--- src/rtl/cache_cell_controller.sv ---
// Command sequencer for a bank of key/value/TTL cells: scans one cell per cycle, issues one write, returns a response.
// Optional macro CACHE_CTRL_EARLY_EXIT_EN resolves the scan on the first key match.
module cache_cell_controller #(
  parameter int NUM_CELLS   = 8,
  parameter int KEY_WIDTH   = 64,
  parameter int VALUE_WIDTH = 64,
  parameter int TTL_WIDTH   = 32
) (
  input  logic                             clk,
  input  logic                             rst,
  input  logic                             cmd_valid,
  output logic                             cmd_ready,
  input  logic [1:0]                       cmd_op,
  input  logic [KEY_WIDTH-1:0]             cmd_key,
  input  logic [VALUE_WIDTH-1:0]           cmd_value,
  input  logic [TTL_WIDTH-1:0]             cmd_ttl,
  output logic                             rsp_valid,
  input  logic                             rsp_ready,
  output logic [1:0]                       rsp_status,
  output logic [VALUE_WIDTH-1:0]           rsp_value,
  output logic                             busy,
  input  logic [NUM_CELLS-1:0]             cell_valid,
  input  logic [NUM_CELLS*KEY_WIDTH-1:0]   cell_key_bus,
  input  logic [NUM_CELLS*VALUE_WIDTH-1:0] cell_value_bus,
  output logic [NUM_CELLS-1:0]             cell_we,
  output logic [KEY_WIDTH-1:0]             cell_key_wr,
  output logic [VALUE_WIDTH-1:0]           cell_value_wr,
  output logic [TTL_WIDTH-1:0]             cell_ttl_wr
);

  localparam int IDX_WIDTH = $clog2(NUM_CELLS);

  localparam logic [1:0] OP_GET = 2'd0;
  localparam logic [1:0] OP_SET = 2'd1;
  localparam logic [1:0] OP_DEL = 2'd2;
  localparam logic [1:0] OP_RSV = 2'd3;

  localparam logic [1:0] ST_OK   = 2'd0;
  localparam logic [1:0] ST_MISS = 2'd1;
  localparam logic [1:0] ST_FULL = 2'd2;
  localparam logic [1:0] ST_ERR  = 2'd3;

  typedef enum logic [1:0] {S_IDLE, S_SCAN, S_WRITE, S_RESP} state_t;

  state_t                 r_state;
  state_t                 w_state_nxt;

  logic [1:0]             r_op;
  logic [KEY_WIDTH-1:0]   r_key;
  logic [VALUE_WIDTH-1:0] r_value;
  logic [TTL_WIDTH-1:0]   r_ttl;
  logic [IDX_WIDTH-1:0]   r_idx;
  logic                   r_match_found;
  logic [IDX_WIDTH-1:0]   r_match_idx;
  logic [VALUE_WIDTH-1:0] r_match_value;
  logic                   r_free_found;
  logic [IDX_WIDTH-1:0]   r_free_idx;

  logic [NUM_CELLS-1:0]   r_we;
  logic [KEY_WIDTH-1:0]   r_key_wr;
  logic [VALUE_WIDTH-1:0] r_value_wr;
  logic [TTL_WIDTH-1:0]   r_ttl_wr;
  logic                   r_rsp_valid;
  logic [1:0]             r_rsp_status;
  logic [VALUE_WIDTH-1:0] r_rsp_value;

  logic [KEY_WIDTH-1:0]   w_cell_key   [NUM_CELLS];
  logic [VALUE_WIDTH-1:0] w_cell_value [NUM_CELLS];

  for (genvar g = 0; g < NUM_CELLS; g++) begin : g_unpack
    assign w_cell_key[g]   = cell_key_bus[g*KEY_WIDTH +: KEY_WIDTH];
    assign w_cell_value[g] = cell_value_bus[g*VALUE_WIDTH +: VALUE_WIDTH];
  end

  logic                   w_accept;
  logic                   w_bad_cmd;
  logic                   w_scan_hit;
  logic                   w_scan_free;
  logic                   w_match_found;
  logic [IDX_WIDTH-1:0]   w_match_idx;
  logic [VALUE_WIDTH-1:0] w_match_value;
  logic                   w_free_found;
  logic [IDX_WIDTH-1:0]   w_free_idx;
  logic [IDX_WIDTH-1:0]   w_tgt_idx;
  logic                   w_last;
  logic                   w_resolve;
  logic                   w_do_write;

  assign w_accept  = cmd_valid && (r_state == S_IDLE);
  assign w_bad_cmd = (cmd_op == OP_RSV) || ((cmd_op == OP_SET) && (cmd_ttl == '0));

  // Merge the current cell with earlier results so the lowest index wins.
  assign w_scan_hit    = cell_valid[r_idx] && (w_cell_key[r_idx] == r_key);
  assign w_scan_free   = !cell_valid[r_idx];
  assign w_match_found = r_match_found || w_scan_hit;
  assign w_match_idx   = r_match_found ? r_match_idx : r_idx;
  assign w_match_value = r_match_found ? r_match_value : w_cell_value[r_idx];
  assign w_free_found  = r_free_found || w_scan_free;
  assign w_free_idx    = r_free_found ? r_free_idx : r_idx;
  assign w_tgt_idx     = w_match_found ? w_match_idx : w_free_idx;
  assign w_last        = (r_idx == IDX_WIDTH'(NUM_CELLS - 1));

`ifdef CACHE_CTRL_EARLY_EXIT_EN
  assign w_resolve = w_last || w_scan_hit;
`else
  assign w_resolve = w_last;
`endif

  assign w_do_write = ((r_op == OP_SET) && (w_match_found || w_free_found)) ||
                      ((r_op == OP_DEL) && w_match_found);

  always_ff @(posedge clk or posedge rst) begin
    if (rst) r_state <= S_IDLE;
    else     r_state <= w_state_nxt;
  end

  always_comb begin
    w_state_nxt = r_state;
    case (r_state)
      S_IDLE:  if (w_accept) w_state_nxt = w_bad_cmd ? S_RESP : S_SCAN;
      S_SCAN:  if (w_resolve) w_state_nxt = w_do_write ? S_WRITE : S_RESP;
      S_WRITE: w_state_nxt = S_RESP;
      S_RESP:  if (rsp_ready) w_state_nxt = S_IDLE;
      default: w_state_nxt = S_IDLE;
    endcase
  end

  logic [NUM_CELLS-1:0]   w_we_nxt;
  logic [KEY_WIDTH-1:0]   w_key_wr_nxt;
  logic [VALUE_WIDTH-1:0] w_value_wr_nxt;
  logic [TTL_WIDTH-1:0]   w_ttl_wr_nxt;
  logic                   w_rsp_valid_nxt;
  logic [1:0]             w_rsp_status_nxt;
  logic [VALUE_WIDTH-1:0] w_rsp_value_nxt;

  // Outputs are registered, so this computes their values for the next cycle.
  always_comb begin
    w_we_nxt         = '0;
    w_key_wr_nxt     = '0;
    w_value_wr_nxt   = '0;
    w_ttl_wr_nxt     = '0;
    w_rsp_valid_nxt  = r_rsp_valid;
    w_rsp_status_nxt = r_rsp_status;
    w_rsp_value_nxt  = r_rsp_value;
    case (r_state)
      S_IDLE: begin
        if (w_accept && w_bad_cmd) begin
          w_rsp_valid_nxt  = 1'b1;
          w_rsp_status_nxt = ST_ERR;
          w_rsp_value_nxt  = '0;
        end
      end
      S_SCAN: begin
        if (w_resolve) begin
          if (w_do_write) begin
            w_we_nxt[w_tgt_idx] = 1'b1;
            w_key_wr_nxt        = r_key;
            w_value_wr_nxt      = (r_op == OP_SET) ? r_value : '0;
            w_ttl_wr_nxt        = (r_op == OP_SET) ? r_ttl : '0;
          end else begin
            w_rsp_valid_nxt = 1'b1;
            w_rsp_value_nxt = '0;
            if (r_op == OP_GET) begin
              w_rsp_status_nxt = w_match_found ? ST_OK : ST_MISS;
              if (w_match_found) w_rsp_value_nxt = w_match_value;
            end else if (r_op == OP_SET) begin
              w_rsp_status_nxt = ST_FULL;
            end else begin
              w_rsp_status_nxt = ST_MISS;
            end
          end
        end
      end
      S_WRITE: begin
        w_rsp_valid_nxt  = 1'b1;
        w_rsp_status_nxt = ST_OK;
        w_rsp_value_nxt  = '0;
      end
      S_RESP: begin
        if (rsp_ready) begin
          w_rsp_valid_nxt  = 1'b0;
          w_rsp_status_nxt = '0;
          w_rsp_value_nxt  = '0;
        end
      end
      default: ;
    endcase
  end

  always_ff @(posedge clk or posedge rst) begin
    if (rst) begin
      r_we         <= '0;
      r_key_wr     <= '0;
      r_value_wr   <= '0;
      r_ttl_wr     <= '0;
      r_rsp_valid  <= 1'b0;
      r_rsp_status <= '0;
      r_rsp_value  <= '0;
    end else begin
      r_we         <= w_we_nxt;
      r_key_wr     <= w_key_wr_nxt;
      r_value_wr   <= w_value_wr_nxt;
      r_ttl_wr     <= w_ttl_wr_nxt;
      r_rsp_valid  <= w_rsp_valid_nxt;
      r_rsp_status <= w_rsp_status_nxt;
      r_rsp_value  <= w_rsp_value_nxt;
    end
  end

  always_ff @(posedge clk or posedge rst) begin
    if (rst) begin
      r_op          <= '0;
      r_key         <= '0;
      r_value       <= '0;
      r_ttl         <= '0;
      r_idx         <= '0;
      r_match_found <= 1'b0;
      r_match_idx   <= '0;
      r_match_value <= '0;
      r_free_found  <= 1'b0;
      r_free_idx    <= '0;
    end else if (w_accept) begin
      r_op          <= cmd_op;
      r_key         <= cmd_key;
      r_value       <= cmd_value;
      r_ttl         <= cmd_ttl;
      r_idx         <= '0;
      r_match_found <= 1'b0;
      r_match_idx   <= '0;
      r_match_value <= '0;
      r_free_found  <= 1'b0;
      r_free_idx    <= '0;
    end else if (r_state == S_SCAN) begin
      r_match_found <= w_match_found;
      r_match_idx   <= w_match_idx;
      r_match_value <= w_match_value;
      r_free_found  <= w_free_found;
      r_free_idx    <= w_free_idx;
      if (!w_resolve) r_idx <= r_idx + 1'b1;
    end
  end

  assign cmd_ready     = (r_state == S_IDLE);
  assign busy          = (r_state != S_IDLE);
  assign rsp_valid     = r_rsp_valid;
  assign rsp_status    = r_rsp_status;
  assign rsp_value     = r_rsp_value;
  assign cell_we       = r_we;
  assign cell_key_wr   = r_key_wr;
  assign cell_value_wr = r_value_wr;
  assign cell_ttl_wr   = r_ttl_wr;

endmodule

--- config.mk ---
export PLATFORM = sky130hd
export DESIGN_NAME = cache_cell_controller
export DESIGN_NICKNAME = d
export VERILOG_FILES = /design/src/rtl/cache_cell_controller.sv
export SDC_FILE = /design/constraint.sdc
export NUM_CORES = 1
export LEC_CHECK = 0
export ABC_AREA = 1
export BUFFER_PORTS_ARGS = -buffer_cell sky130_fd_sc_hd__buf_4
export CAP_MARGIN = 20
export CORE_AREA = 5 5 551 553
export DETAILED_ROUTE_END_ITERATION = 10
export DIE_AREA = 0 0 556 558
export PLACE_DENSITY = 0.3
export SYNTH_ARGS = -nofsm -noshare
export SYNTH_HDL_FRONTEND = slang
export SYNTH_SLANG_ARGS = --single-unit
export TNS_END_PERCENT = 5
--- constraint.sdc ---
create_clock -name clk -period 25.8 [get_ports clk]
set_input_delay 3.87 -clock clk [delete_from_list [all_inputs] [get_ports clk]]
set_output_delay 3.87 -clock clk [all_outputs]
set_load 0.01 [all_outputs]
==> qor.csv, run 1 <==
metric;value;unit
reg2reg path depth;19;
num rows;201;
H-tree lvl count;3;
YS warnings;0;
Final period util;33.4;%
setup TNS;0;ns
synth top area cells;dfrtp_1 41%, nand2_1 18%, nor2_1 10%;
Crit path max-delay family;simple AND/OR/NAND/NOR gates;
Clock Path Buffers;3;
hold path depth;2;
CP peak stage delay;0.79;ns
#FFs+latches synth;474;
first-pass GRT wire length;368;mm
Avg Synthesized Cell Area;6.47;sq um
Worst slew margin;19.5;%
global router's overall resource usage;17.5;%
final hold vios;0;
Worst R2R Start;r_idx[0]$_DFFE_PP0P_;
gpl congestion;0.928;
critical path startpoint category;primary input;
Tmin final;8.63;ns
Cells after Synth;4443;
Cell Chain, Critical Path;buf_4 > inv_1 > nand2_1 > nand3_1 > nand3_1 > nand2_1 > nand2_1 > nand2_1 > inv_1 > nand3_1 > nor2_1 > nand2_1 > nor2_1 > nand3_1 > nand3_1 > nand3_4 > buf_4 > inv_2 > nand2_8 > buf_4 > nor2_1;
DRT antenna net count;0;
Clock transition at path regs;0.06;ns
sequential-to-total area share from yosys stat;41.3;%
GRT Residual Overflow;0;
setup slack at placement;16.20;ns
Total Power;4.68;mW
leakage power;23.0;nW
origin of the worst min-delay path;rsp_value[45]$_DFFE_PP0P_;
fill count;34900;
core area;298000;sq um
number of global-route vias before repair;37300;
fmax;116;MHz
Detailed Place HPWL;233;mm
I/O pins;1435;
hold path endpoint;rsp_value[45]$_DFFE_PP0P_;
drt via density;3.70;
flop-to-flop setup slack;18.23;ns
Worst Path Arrival;9.16;ns
CTS tree;built;
Post-DP Area;43600;sq um
CTS root buf;clkbuf_16;
Die Area;310000;sq um
worst hold path type;reg -> reg;
post-layout worst setup margin;17.17;ns
endpoints failing setup;0;
drc violations;0;
Util after Layout;15.5;%
critical path capture point type;flip-flop;
Critical Setup Path Class;in -> reg;
Post-synth EDFFs;0;
peak supply drop;0.0603;mV
pwr dens;101;nW/um^2
cts hold-fix bufs;0;
cell taking the most area after synthesis;dfrtp_1;
Area Overhead vs Synth;60.7;%
Pre-antenna DRT Iters;5;
Slew Viols, Final;0;
Finished Layout Cells;9740;
CP bufs+invs;6;
commonest cells in the netlist;1,347 x nand2_1, 767 x nor2_1, 489 x o21ai_0;
routed len/inst;29.3;um
Post-synth ARST share;100;%
outcome;complete, no violations;
# Post-CTS Setup Buffers;0;
initial antenna violation count;140;
Worst R2R End;cell_key_wr[27]$_DFF_PP0_;
Vias;36000;
Worst Tran Pin Value;1.21;ns
count leader, synth;nand2_1;
layout cells sized above 1;28.2;%
Primary FF master, synth;dfrtp_1;
Clock Sinks;474;
worst-skew pair later-pin latency;0.72;ns
final setup skew;0.0605;ns
Syn Nets;5647;
post-synth cell types;24;
Max Cap Viol;0;
Post-Route WL;285;mm
worst-path fanout max;93;
Post-layout nets;6896;
RSZ-0062 raised after global routing;no;
Detailed Route Iter0 Violations;2295;
Critical Path RT;26.33;ns
Crit-path slowest cell;buf_4;
largest net degree at the start of global routing;163;
Placed Cells;9574;
cts bufs inserted;72;
post-synth top area share;41.3;%
design area;46200;sq um
Initial Utilization;9.63;%
Post-CTS Resized;0;
IO Port Bufs;1434;
Fin Hold WS;0.472;ns
die extent in x;556;um
die span in y;558;um
Mapped Area;28700;sq um
==> state kept, by name, indices dropped and copies added (netlist names) <==
name	cells
r_free_found	1
rsp_status	2
cell_we	8
r_state	2
r_key	64
r_match_found	1
r_match_idx	3
cell_ttl_wr	32
rsp_value	64
r_value	64
r_op	2
rsp_valid	1
cell_value_wr	64
cell_key_wr	64
r_match_value	64
r_idx	3
r_free_idx	3
r_ttl	32
==> worst min-delay path, delay by kind of cell, from the launching register on <==
kind          cells  cell delay [ns]
flops             1             0.34
simple gates      2             0.10
==> cells by family (layout without fill, tap and decap cells) <==
kind of cell / Yosys count / after routing / share of synthesized area, %
flip-flops: 474 / 474 / 41.3
buffers and inverters: 710 / 2016 / 10.0
other: 0 / 33 / 0
AND/OR/NAND/NOR: 2476 / 2476 / 34.0
adder cells (fa/ha/maj): 6 / 6 / 0.261
AO/OA/AOI/OAI: 777 / 777 / 14.4
==> layout by cell type (no fill, tap or decap) <==
| cell | n |
|---|---|
| a21boi_0 | 1 |
| a21oi_1 | 67 |
| buf_12 | 5 |
| buf_16 | 1 |
| buf_4 | 1481 |
| bufinv_16 | 4 |
| clkbuf_1 | 19 |
| clkbuf_16 | 72 |
| clkbuf_4 | 1 |
| clkbuf_8 | 9 |
| clkinv_16 | 5 |
| clkinv_2 | 16 |
| clkinvlp_4 | 2 |
| dfrtp_1 | 471 |
| dfrtp_4 | 3 |
| diode_2 | 33 |
| ha_1 | 6 |
| inv_1 | 390 |
| inv_16 | 2 |
| inv_2 | 2 |
| inv_4 | 1 |
| inv_6 | 2 |
| inv_8 | 4 |
| nand2_1 | 1341 |
| nand2_4 | 6 |
| nand2_8 | 1 |
| nand3_1 | 347 |
| nand3_4 | 1 |
| nand4_1 | 5 |
| nor2_1 | 764 |
| nor2_4 | 3 |
| nor3_1 | 1 |
| nor4_1 | 7 |
| o2111ai_1 | 1 |
| o211ai_1 | 2 |
| o21ai_0 | 489 |
| o21ai_1 | 25 |
| o22ai_1 | 192 |
==> report_power, final <==
part	switching [mW]	internal, mW
registers	0.111	0.920
clock network	0.452	0.592
logic	1.92	0.683
total	2.49	2.20
==> layout make-up <==
cell class                 count  area [sq um]  share of cell area, %
tap                         3958          4950                   10.7
timing repair buffer        1488         11300                   24.4
sequential                   474         11900                   25.7
clock buffer                 100          2000                   4.32
multi-input combinational   3259         14100                   30.5
inverter                     397          1520                   3.30
antenna                       33          82.6                  0.179
clock inverter                31           423                  0.916
==> worst max-delay path by stage <==
stage	cells after the start	slack, ns	from	to
after floorplan	1	8.71	rst	cell_key_wr[0]$_DFF_PP0_
after global routing	21	16.72	cell_key_bus[455]	cell_key_wr[21]$_DFF_PP0_
after global placement	17	16.05	cell_key_bus[504]	cell_key_wr[34]$_DFF_PP0_
after CTS	21	17.00	cell_key_bus[455]	cell_key_wr[15]$_DFF_PP0_
final	21	17.17	cell_key_bus[455]	cell_key_wr[27]$_DFF_PP0_
after detailed placement	21	16.20	cell_key_bus[455]	cell_key_wr[15]$_DFF_PP0_
==> routing by layer <==
layer	wire length (um)	track usage, %
met1	117000	21.1
met2	136000	29.8
met3	25600	6.45
met4	6680	3.92
met5	537	0
No activity file was read; power rests on OpenSTA's default activity.
==> run 2: changes to the inputs <==
==> constraint.sdc (replaced) <==
create_clock -name clk -period 8.3 [get_ports clk]
set_input_delay 1.245 -clock clk [delete_from_list [all_inputs] [get_ports clk]]
set_output_delay 1.245 -clock clk [all_outputs]
set_load 0.01 [all_outputs]
==> run 2 against run 1 <==
Compared with the run above:
- power increased to 3.1 times the previous value
- core utilization hardly changed
- first-iteration DRC count up 2.1%
- via count is 0.51% lower
- sequential cell count unchanged
- global-route usage fell by 0.26 points
- largest cell class unchanged
==> qor.csv, run 2 (synthesis results as in run 1) <==
metric;value;unit;change
CTS root buf;clkbuf_16;;unchanged
fill count;34900;;about the same
die extent in x;556;um;unchanged
IO Port Bufs;1434;;unchanged
final hold vios;0;;unchanged
critical path capture point type;flip-flop;;unchanged
endpoints failing setup;0;;unchanged
Area Overhead vs Synth;61.0;%;was 60.7%
Worst slew margin;19.8;%;was 19.5%
Clock Path Buffers;3;;unchanged
Final period util;72.2;%;
routed len/inst;28.9;um;was 29.3 um
Tmin final;6.00;ns;
Post-Route WL;281;mm;was 285 mm
global router's overall resource usage;17.3;%;was 17.5%
Detailed Place HPWL;230;mm;was 233 mm
most frequent cells in the layout;1,472 x buf_4, 1,341 x nand2_1, 764 x nor2_1;;was 1,481 x buf_4, 1,341 x nand2_1, 764 x nor2_1
number of global-route vias before repair;37500;;was 37,300
critical path startpoint category;flip-flop;;was primary input
CP peak stage delay;0.62;ns;was 0.79 ns
setup slack at placement;1.98;ns;was 16.20 ns
Critical Setup Path Class;reg -> reg;;was in -> reg
Vias;35800;;was 36,000
GRT Residual Overflow;0;;unchanged
drt via density;3.69;;was 3.70
Cell Chain, Critical Path;buf_4 > inv_8 > buf_4 > nand2_1 > nand3_1 > nand3_1 > nand3_1 > nand2_1 > nor2_1 > nand2_1 > nor2_1 > nand2_1 > nor2_1 > nand3_1 > nand2_1 > nand2_4 > nor2_1 > nand3_1 > nand2_1;;was buf_4 > inv_1 > nand2_1 > nand3_1 > nand3_1 > nand2_1 > nand2_1 > nand2_1 > inv_1 > nand3_1 > nor2_1 > nand2_1 > nor2_1 > nand3_1 > nand3_1 > nand3_4 > buf_4 > inv_2 > nand2_8 > buf_4 > nor2_1
H-tree lvl count;3;;unchanged
num rows;201;;unchanged
Clock transition at path regs;0.06;ns;about the same
peak supply drop;0.196;mV;was 0.0603 mV
gpl congestion;0.936;;was 0.928
pwr dens;315;nW/um^2;was 101 nW/um^2
RSZ-0062 raised after global routing;no;;unchanged
post-layout worst setup margin;2.30;ns;was 17.17 ns
Post-CTS Resized;0;;unchanged
I/O pins;1435;;unchanged
layout cells sized above 1;28.2;%;about the same
# Post-CTS Setup Buffers;0;;unchanged
commonest non-fill, non-tap cell in the layout;buf_4;;unchanged
core area;298000;sq um;unchanged
initial antenna violation count;131;;was 140
first-pass GRT wire length;363;mm;was 368 mm
Post-layout nets;6891;;was 6,896
worst-skew pair later-pin latency;0.70;ns;was 0.72 ns
Critical Path RT;8.91;ns;was 26.33 ns
worst-path fanout max;66;;was 93
Total Power;14.6;mW;was 4.68 mW
drc violations;0;;unchanged
Util after Layout;15.5;%;about the same
setup TNS;0;ns;unchanged
reg2reg path depth;19;;unchanged
Initial Utilization;9.63;%;unchanged
CP dominant cell by count;nand2_1;;
Worst Tran Pin Value;1.20;ns;was 1.21 ns
worst hold path type;reg -> reg;;unchanged
largest net degree at the start of global routing;155;;was 163
Clock Sinks;474;;unchanged
Die Area;310000;sq um;unchanged
Pre-antenna DRT Iters;5;;unchanged
CTS tree;built;;unchanged
Slew Viols, Final;0;;unchanged
Worst Path Arrival;6.61;ns;was 9.16 ns
hold path depth;2;;unchanged
cts bufs inserted;73;;was 72
Detailed Route Iter0 Violations;2343;;was 2,295
cts hold-fix bufs;0;;unchanged
fmax;167;MHz;
die span in y;558;um;unchanged
leakage power;23.1;nW;was 23.0 nW
final setup skew;0.0527;ns;was 0.0605 ns
Crit-path slowest cell;buf_4;;unchanged
outcome;complete, no violations;;unchanged
Max Cap Viol;0;;unchanged
DRT antenna net count;0;;unchanged
-- run 2: path summary, 6_finish.rpt --
check,startpoint,endpoint,slack (ns)
hold / removal,rsp_value[44]$_DFFE_PP0P_,rsp_value[44]$_DFFE_PP0P_,0.47
setup reg to reg,r_idx[0]$_DFFE_PP0P_,rsp_value[47]$_DFFE_PP0P_,2.30
hold reg to reg,rsp_value[44]$_DFFE_PP0P_,rsp_value[44]$_DFFE_PP0P_,0.47
max in group asynchronous,rst,cell_value_wr[31]$_DFF_PP0_,5.58
setup / recovery,r_idx[0]$_DFFE_PP0P_,rsp_value[47]$_DFFE_PP0P_,2.30
min in group asynchronous,rst,cell_key_wr[60]$_DFF_PP0_,0.64
-- run 2: worst max-delay path: cells and delay by family, from the launching register on --
family	cells	cell delay [ns]
buffers and inverters	3	1.15
flip-flops	1	0.60
AND/OR/NAND/NOR	16	3.93
-- run 2: metrics by stage --
| stage | cells | hold slack [ns] | cell area (sq um) |
|---|---|---|---|
| final | 9724 | 0.468 | 46300 |
| after CTS | 9698 | 0.475 | 46200 |
| after global routing | 9710 | 0.489 | 46200 |
| after floorplan | 4443 | 0.449 | 28700 |
| after global placement | 9569 | 0.462 | 43600 |
| after detailed placement | 9570 | 0.462 | 43700 |
-- run 2: where the power goes --
| group | internal [mW] | leakage (nW) | total (mW) | switching (mW) |
|---|---|---|---|---|
| Combinational | 2.12 | 15.6 | 8.02 | 5.90 |
| Sequential | 2.86 | 6.28 | 3.21 | 0.353 |
| Clock | 1.97 | 1.21 | 3.34 | 1.37 |
| Total | 6.95 | 23.1 | 14.6 | 7.62 |
-- run 2: area by class of cell --
| type | count | area (sq um) | area share [%] |
|---|---|---|---|
| tap | 3958 | 4950 | 10.7 |
| multi-input combinational | 3259 | 14100 | 30.4 |
| inverter | 397 | 1520 | 3.28 |
| sequential | 474 | 11900 | 25.7 |
| clock inverter | 33 | 543 | 1.17 |
| antenna | 26 | 65.1 | 0.141 |
| clock buffer | 95 | 1990 | 4.30 |
| timing repair buffer | 1482 | 11200 | 24.3 |
-- run 2: metal layers --
metal | up-vias | track usage [%] | routed length [um] | share of wire, %
met5 | - | 0 | 389 | 0.14
li1 | 16600 | - | - | -
met1 | 17400 | 20.6 | 114000 | 41
met2 | 1460 | 29.5 | 135000 | 48
met4 | 62 | 4.25 | 6460 | 2.3
met3 | 312 | 6.24 | 25200 | 9.0
